## config.mk

```make
export PLATFORM = sky130hd
export DESIGN_NAME = memory_arbiter
export DESIGN_NICKNAME = d
export VERILOG_FILES = /design/src/rtl/cpu_types_pkg.sv /design/src/rtl/diaosi_types_pkg.sv /design/src/rtl/arb_starve_counter.sv /design/src/rtl/memory_arbiter.sv
export SDC_FILE = /design/constraint.sdc
export NUM_CORES = 1
export LEC_CHECK = 0
export CAP_MARGIN = 20
export CORE_AREA = 2 2 102 104
export DETAILED_ROUTE_END_ITERATION = 7
export DIE_AREA = 0 0 104 106
export PLACE_DENSITY = 0.7
export SLEW_MARGIN = 20
export SYNTH_ARGS = -nofsm -noshare
export SYNTH_HDL_FRONTEND = slang
export SYNTH_HIERARCHICAL = 1
export SYNTH_SLANG_ARGS = --single-unit
```

## constraint.sdc

```tcl
create_clock -name CLK -period 2.1 [get_ports CLK]
set_input_delay 0.21 -clock CLK [delete_from_list [all_inputs] [get_ports CLK]]
set_output_delay 0.21 -clock CLK [all_outputs]
set_load 0.01 [all_outputs]
```

## src/rtl/cpu_types_pkg.sv

```systemverilog
// cpu_types_pkg: shared CPU-side types, including the RAM status encoding.
package cpu_types_pkg;
    typedef enum logic [1:0] {
        FREE   = 2'b00,
        BUSY   = 2'b01,
        ACCESS = 2'b10,
        ERROR  = 2'b11
    } ramstate_t;
endpackage

```

## src/rtl/diaosi_types_pkg.sv

```systemverilog
// diaosi_types_pkg: memory arbiter FSM state encoding.
package diaosi_types_pkg;
    typedef enum logic [1:0] {
        IDLE = 2'b00,
        IGNT = 2'b01,
        DGNT = 2'b10
    } arb_state_t;
endpackage

```

## src/rtl/arb_starve_counter.sv

```systemverilog
// arb_starve_counter: saturating count of dcache grants completed while the icache waits.
module arb_starve_counter #(
    parameter int STARVE_MAX = 4
) (
    input  logic CLK,
    input  logic nRST,
    input  logic inc,
    input  logic clr,
    output logic sat
);
    localparam int W = $clog2(STARVE_MAX + 1);
    logic [W-1:0] cnt;
    always_ff @(posedge CLK, negedge nRST) begin
        if (!nRST)
            cnt <= '0;
        else if (clr)
            cnt <= '0;
        else if (inc && !sat)
            cnt <= cnt + 1'b1;
    end
    assign sat = cnt == W'(STARVE_MAX);
endmodule

```

## src/rtl/memory_arbiter.sv

```systemverilog
// memory_arbiter: arbitrates icache and dcache onto one RAM port, dcache first,
// with a starvation limit that forces an icache grant.
import cpu_types_pkg::*;
import diaosi_types_pkg::*;
module memory_arbiter #(
    parameter int STARVE_MAX = 4
) (
    input  logic        CLK,
    input  logic        nRST,
    input  logic        iREN,
    input  logic [31:0] iaddr,
    output logic [31:0] iload,
    output logic        iwait,
    input  logic        dREN,
    input  logic        dWEN,
    input  logic [31:0] daddr,
    input  logic [31:0] dstore,
    output logic [31:0] dload,
    output logic        dwait,
    output logic        ramREN,
    output logic        ramWEN,
    output logic [31:0] ramaddr,
    output logic [31:0] ramstore,
    input  logic [31:0] ramload,
    input  logic [1:0]  ramstate
);
    arb_state_t state, next_state;
    logic acc, dact, sat;
    assign acc  = ramstate == ACCESS;
    assign dact = dREN || dWEN;
    assign iload = ramload;
    assign dload = ramload;
    arb_starve_counter #(.STARVE_MAX(STARVE_MAX)) u_starve (
        .CLK  (CLK),
        .nRST (nRST),
        .inc  (state == DGNT && dact && acc && iREN),
        .clr  (!iREN || (state == IGNT && acc)),
        .sat  (sat)
    );
    always_ff @(posedge CLK, negedge nRST) begin
        if (!nRST)
            state <= IDLE;
        else
            state <= next_state;
    end
    // A grant ends on completion or when its requester drops the enable (abort).
    always_comb begin
        next_state = state;
        ramREN     = 1'b0;
        ramWEN     = 1'b0;
        ramaddr    = '0;
        ramstore   = '0;
        iwait      = 1'b1;
        dwait      = 1'b1;
        case (state)
            IDLE: next_state = (iREN && sat) ? IGNT : dact ? DGNT : iREN ? IGNT : IDLE;
            IGNT: begin
                ramREN  = iREN;
                ramaddr = iaddr;
                iwait   = !(iREN && acc);
                if (!iREN || acc)
                    next_state = IDLE;
            end
            DGNT: begin
                ramaddr  = daddr;
                ramstore = dstore;
                ramWEN   = dWEN;
                ramREN   = dREN && !dWEN;
                dwait    = !(dact && acc);
                if (!dact || acc)
                    next_state = IDLE;
            end
            default: next_state = IDLE;
        endcase
    end
endmodule

```

==> impl_metrics.py <==
metrics = {
    "run_status": {
        "status": "completed",
    },
    "power": {
        "leakagePower_nw": 1.392,
        "vdd_drop_max_mv": 0.5390,
        "powerDensity_nw_per_um2": 771.4,
    },
    "synth": {
        "synth_top_family_by_area": "buffers and inverters",
        "postSynthCellCount": 219,
        "synth-async-reset-ratio_pct": 100.0,
        "synth-seq-cells": 5,
        "synth_fa_ha_area_share_pct": 4.684,
        "synth_compound_area_share_pct": 17.80,
        "synth-xor-area-share_pct": 0,
        "synthDistinctLibCells": 25,
        "seq_area_frac_synth_pct": 7.806,
        "syn_nets": 360,
        "synth_simple_gate_area_share_pct": 32.01,
        "synth_area_sq_um": 1603,
        "synth_edf_count": 0,
        "yosys_warnings": 6,
        "synth_mux_area_share_pct": 2.810,
        "avgSynthCellArea_sq_um": 7.319,
        "synth_flop_cell": "dfrtp_1",
    },
    "die": {
        "core-area_sq_um": 10000,
        "start_util_pct": 16.03,
        "die_y_um": 106,
        "die_w_um": 104,
        "io_pins": 267,
        "die-area_sq_um": 11020,
        "num_rows": 37,
    },
    "critical_path": {
        "crit_arrival_ns": 1.83,
        "crit_chain": "inv_4 > ha_2 > buf_12 > and2_1 > clkdlybuf4s50_1",
        "crit_fanout": 34,
        "slowest_stage": "clkdlybuf4s50_1",
        "path_class": "reg -> out",
        "end_kind": "output pin",
        "worstPathRequired_ns": 1.89,
        "setup.worst_path.start_class": "flop",
        "slowest_delay_ns": 0.53,
    },
    "clocking": {
        "path_clk_slew_ns": 0.04,
        "clk_latency_ns": 0.23,
        "clock_path_buffers": 2,
        "cts_root_buf": "clkbuf_8",
        "tritoncts": "done",
        "htree_num_levels": 1,
        "cts_buffers": 3,
        "cts.sinks": 5,
        "cts_hold_buf": 0,
    },
    "routing": {
        "postRouteAntennaNets": 0,
        "wl_per_cell_um": 13.57,
        "firstDrtPassIters": 4,
        "wl_met3_um": 387,
        "highest_layer": "met4",
        "wl_met1_mm": 2.500,
        "via_per_inst": 3.807,
        "drt-initial-drc-count": 67,
        "via_count": 1759,
        "drc": 0,
        "routed_wirelength_mm": 6.271,
        "wl_met2_mm": 3.225,
    },
    "cells_and_area": {
        "final_nets": 468,
        "area_growth_pct": 97.19,
        "insertedDiodeCount": 0,
        "drive_gt1_share_pct": 7.669,
    },
    "grt": {
        "first_global_vias": 1740,
        "antenna_found_initial": 0,
        "grt_pass1_wl_mm": 9.328,
        "grt_max_degree": 35,
        "grt_util_all_layers_pct": 10.21,
        "overflow": 0,
    },
    "sta": {
        "rsz0062_at_grt": "yes",
        "period_share_pct": 97.01,
        "clock_skew_ns": 0.007285,
        "timing.final.ws_setup_ns": 0.06275,
        "drv_slew": 0,
        "fin_setup_tns_ns": 0,
        "relSlewSlack_pct": 78.00,
        "timing.fmax_mhz": 490.9,
        "fin_hold_ws_ns": 0.2192,
        "setup_viol_count_final": 0,
        "period_minus_slack_ns": 2.037,
        "hold_viol": 0,
        "tightestPinTransition_ns": 0.3293,
    },
    "worst_hold_path": {
        "hp-class": "in -> async",
    },
    "placement": {
        "port_buffers": 170,
        "hpwlAfterDp_mm": 5.070,
        "dp_slack_ns": 0.1248,
        "place.gp.congestion": 0.7935,
    },
    "flow_run": {
        "maxCapViolCount": 0,
    },
}
logic make-up (layout without fill, tap and decap cells):
group / count (synthesis) / after routing
AOI/OAI and AO/OA: 38 / 38
adders and majority gates: 6 / 6
buffers and inverters: 82 / 189
DFF: 5 / 5
muxes: 4 / 4
and+or+nand+nor: 84 / 84
routing by layer:
layer	up-vias	GRT usage [%]
li1	876	-
met1	788	12.27
met2	72	18.33
met3	23	1.778
met4	0	3.475
met5	-	0
stage by stage:
stage               utilization, %  power [mW]  cell area (sq um)  cells
finish                       31.61       2.438               3161    462
global route                 31.61       2.594               3161    462
CTS                          30.74       2.411               3074    460
detailed placement           30.44       2.282               3044    456
global placement             30.44       2.256               3044    456
floorplan                        -       1.213               1603    219
Yosys cell counts, types with 2 or more instances:
master,n,area share (%)
a22oi_1,32,15
dfrtp_1,5,7.8
mux2i_1,3,1.9
buf_4,64,30
nor2_1,3,0.70
nand2_1,4,0.94
buf_2,9,2.8
and2_1,34,13
nor2b_1,34,13
inv_1,5,1.2
nand2b_1,2,0.78
clkbuf_1,4,0.94
nand3_1,3,0.94
ha_1,6,4.7
final cells by class:
cell class                 count  area [sq um]
sequential                     5         125.1
timing repair buffer         180          1839
multi-input combinational    132         958.4
clock buffer                   3         41.29
clock inverter                 1         5.005
tap                          136         170.2
inverter                       5         21.27
fill                        1069          6839
power breakdown:
part	internal [mW]	switching, mW
sequential	0.111	0.0140
combinational	1.23	0.897
clock	0.128	0.0552
total	1.47	0.967
what timing repair did:
item,4_1_cts,5_1_grt
endpoints found under the setup margin,35,45
gates resized for setup,25,19
pin swaps,0,0
buffers inserted,0,2
endpoints found under the hold margin,0,0
worst max-delay path, delay by kind of cell, from the launching register on:
family / cells / cell delay (ns)
buffers and inverters: 3 / 0.81
flip-flops: 1 / 0.40
adder cells (fa/ha/maj): 1 / 0.23
AND/OR/NAND/NOR: 1 / 0.15
flip-flops by register name, indices dropped and copies added (netlist names):
name,flops
state,2
u_starve/cnt,3
path summary, 6_finish.rpt:
check	cells after the start	startpoint	slack [ns]	endpoint
setup / recovery	5	state[0]	0.06	ramstore[3]
hold / removal	1	nRST	0.22	u_starve/cnt[1]
setup reg to reg	7	state[0]	0.25	u_starve/cnt[0]
hold reg to reg	2	u_starve/cnt[1]	0.57	u_starve/cnt[1]
max in group asynchronous	1	nRST	1.66	state[1]
min in group CLK	0	ramload[6]	0.42	dload[6]
layout by cell type, fill, tap and decap left out, types with 2 or more instances in the layout:
master,Yosys,layout
clkdlybuf4s50_1,0,138
nor2b_1,34,34
and2_1,34,34
a22oi_1,32,32
dlygate4sd2_1,0,20
dlymetal6s2s_1,0,12
dfrtp_1,5,5
nand2_1,4,4
buf_12,0,4
buf_4,64,4
inv_1,5,3
nand3_1,3,3
nor2_1,3,3
mux2i_1,3,3
ha_4,0,3
clkbuf_8,0,3
buf_6,0,2
nand2b_1,2,2
ha_1,6,2
Power figures use the tool's default switching activity.
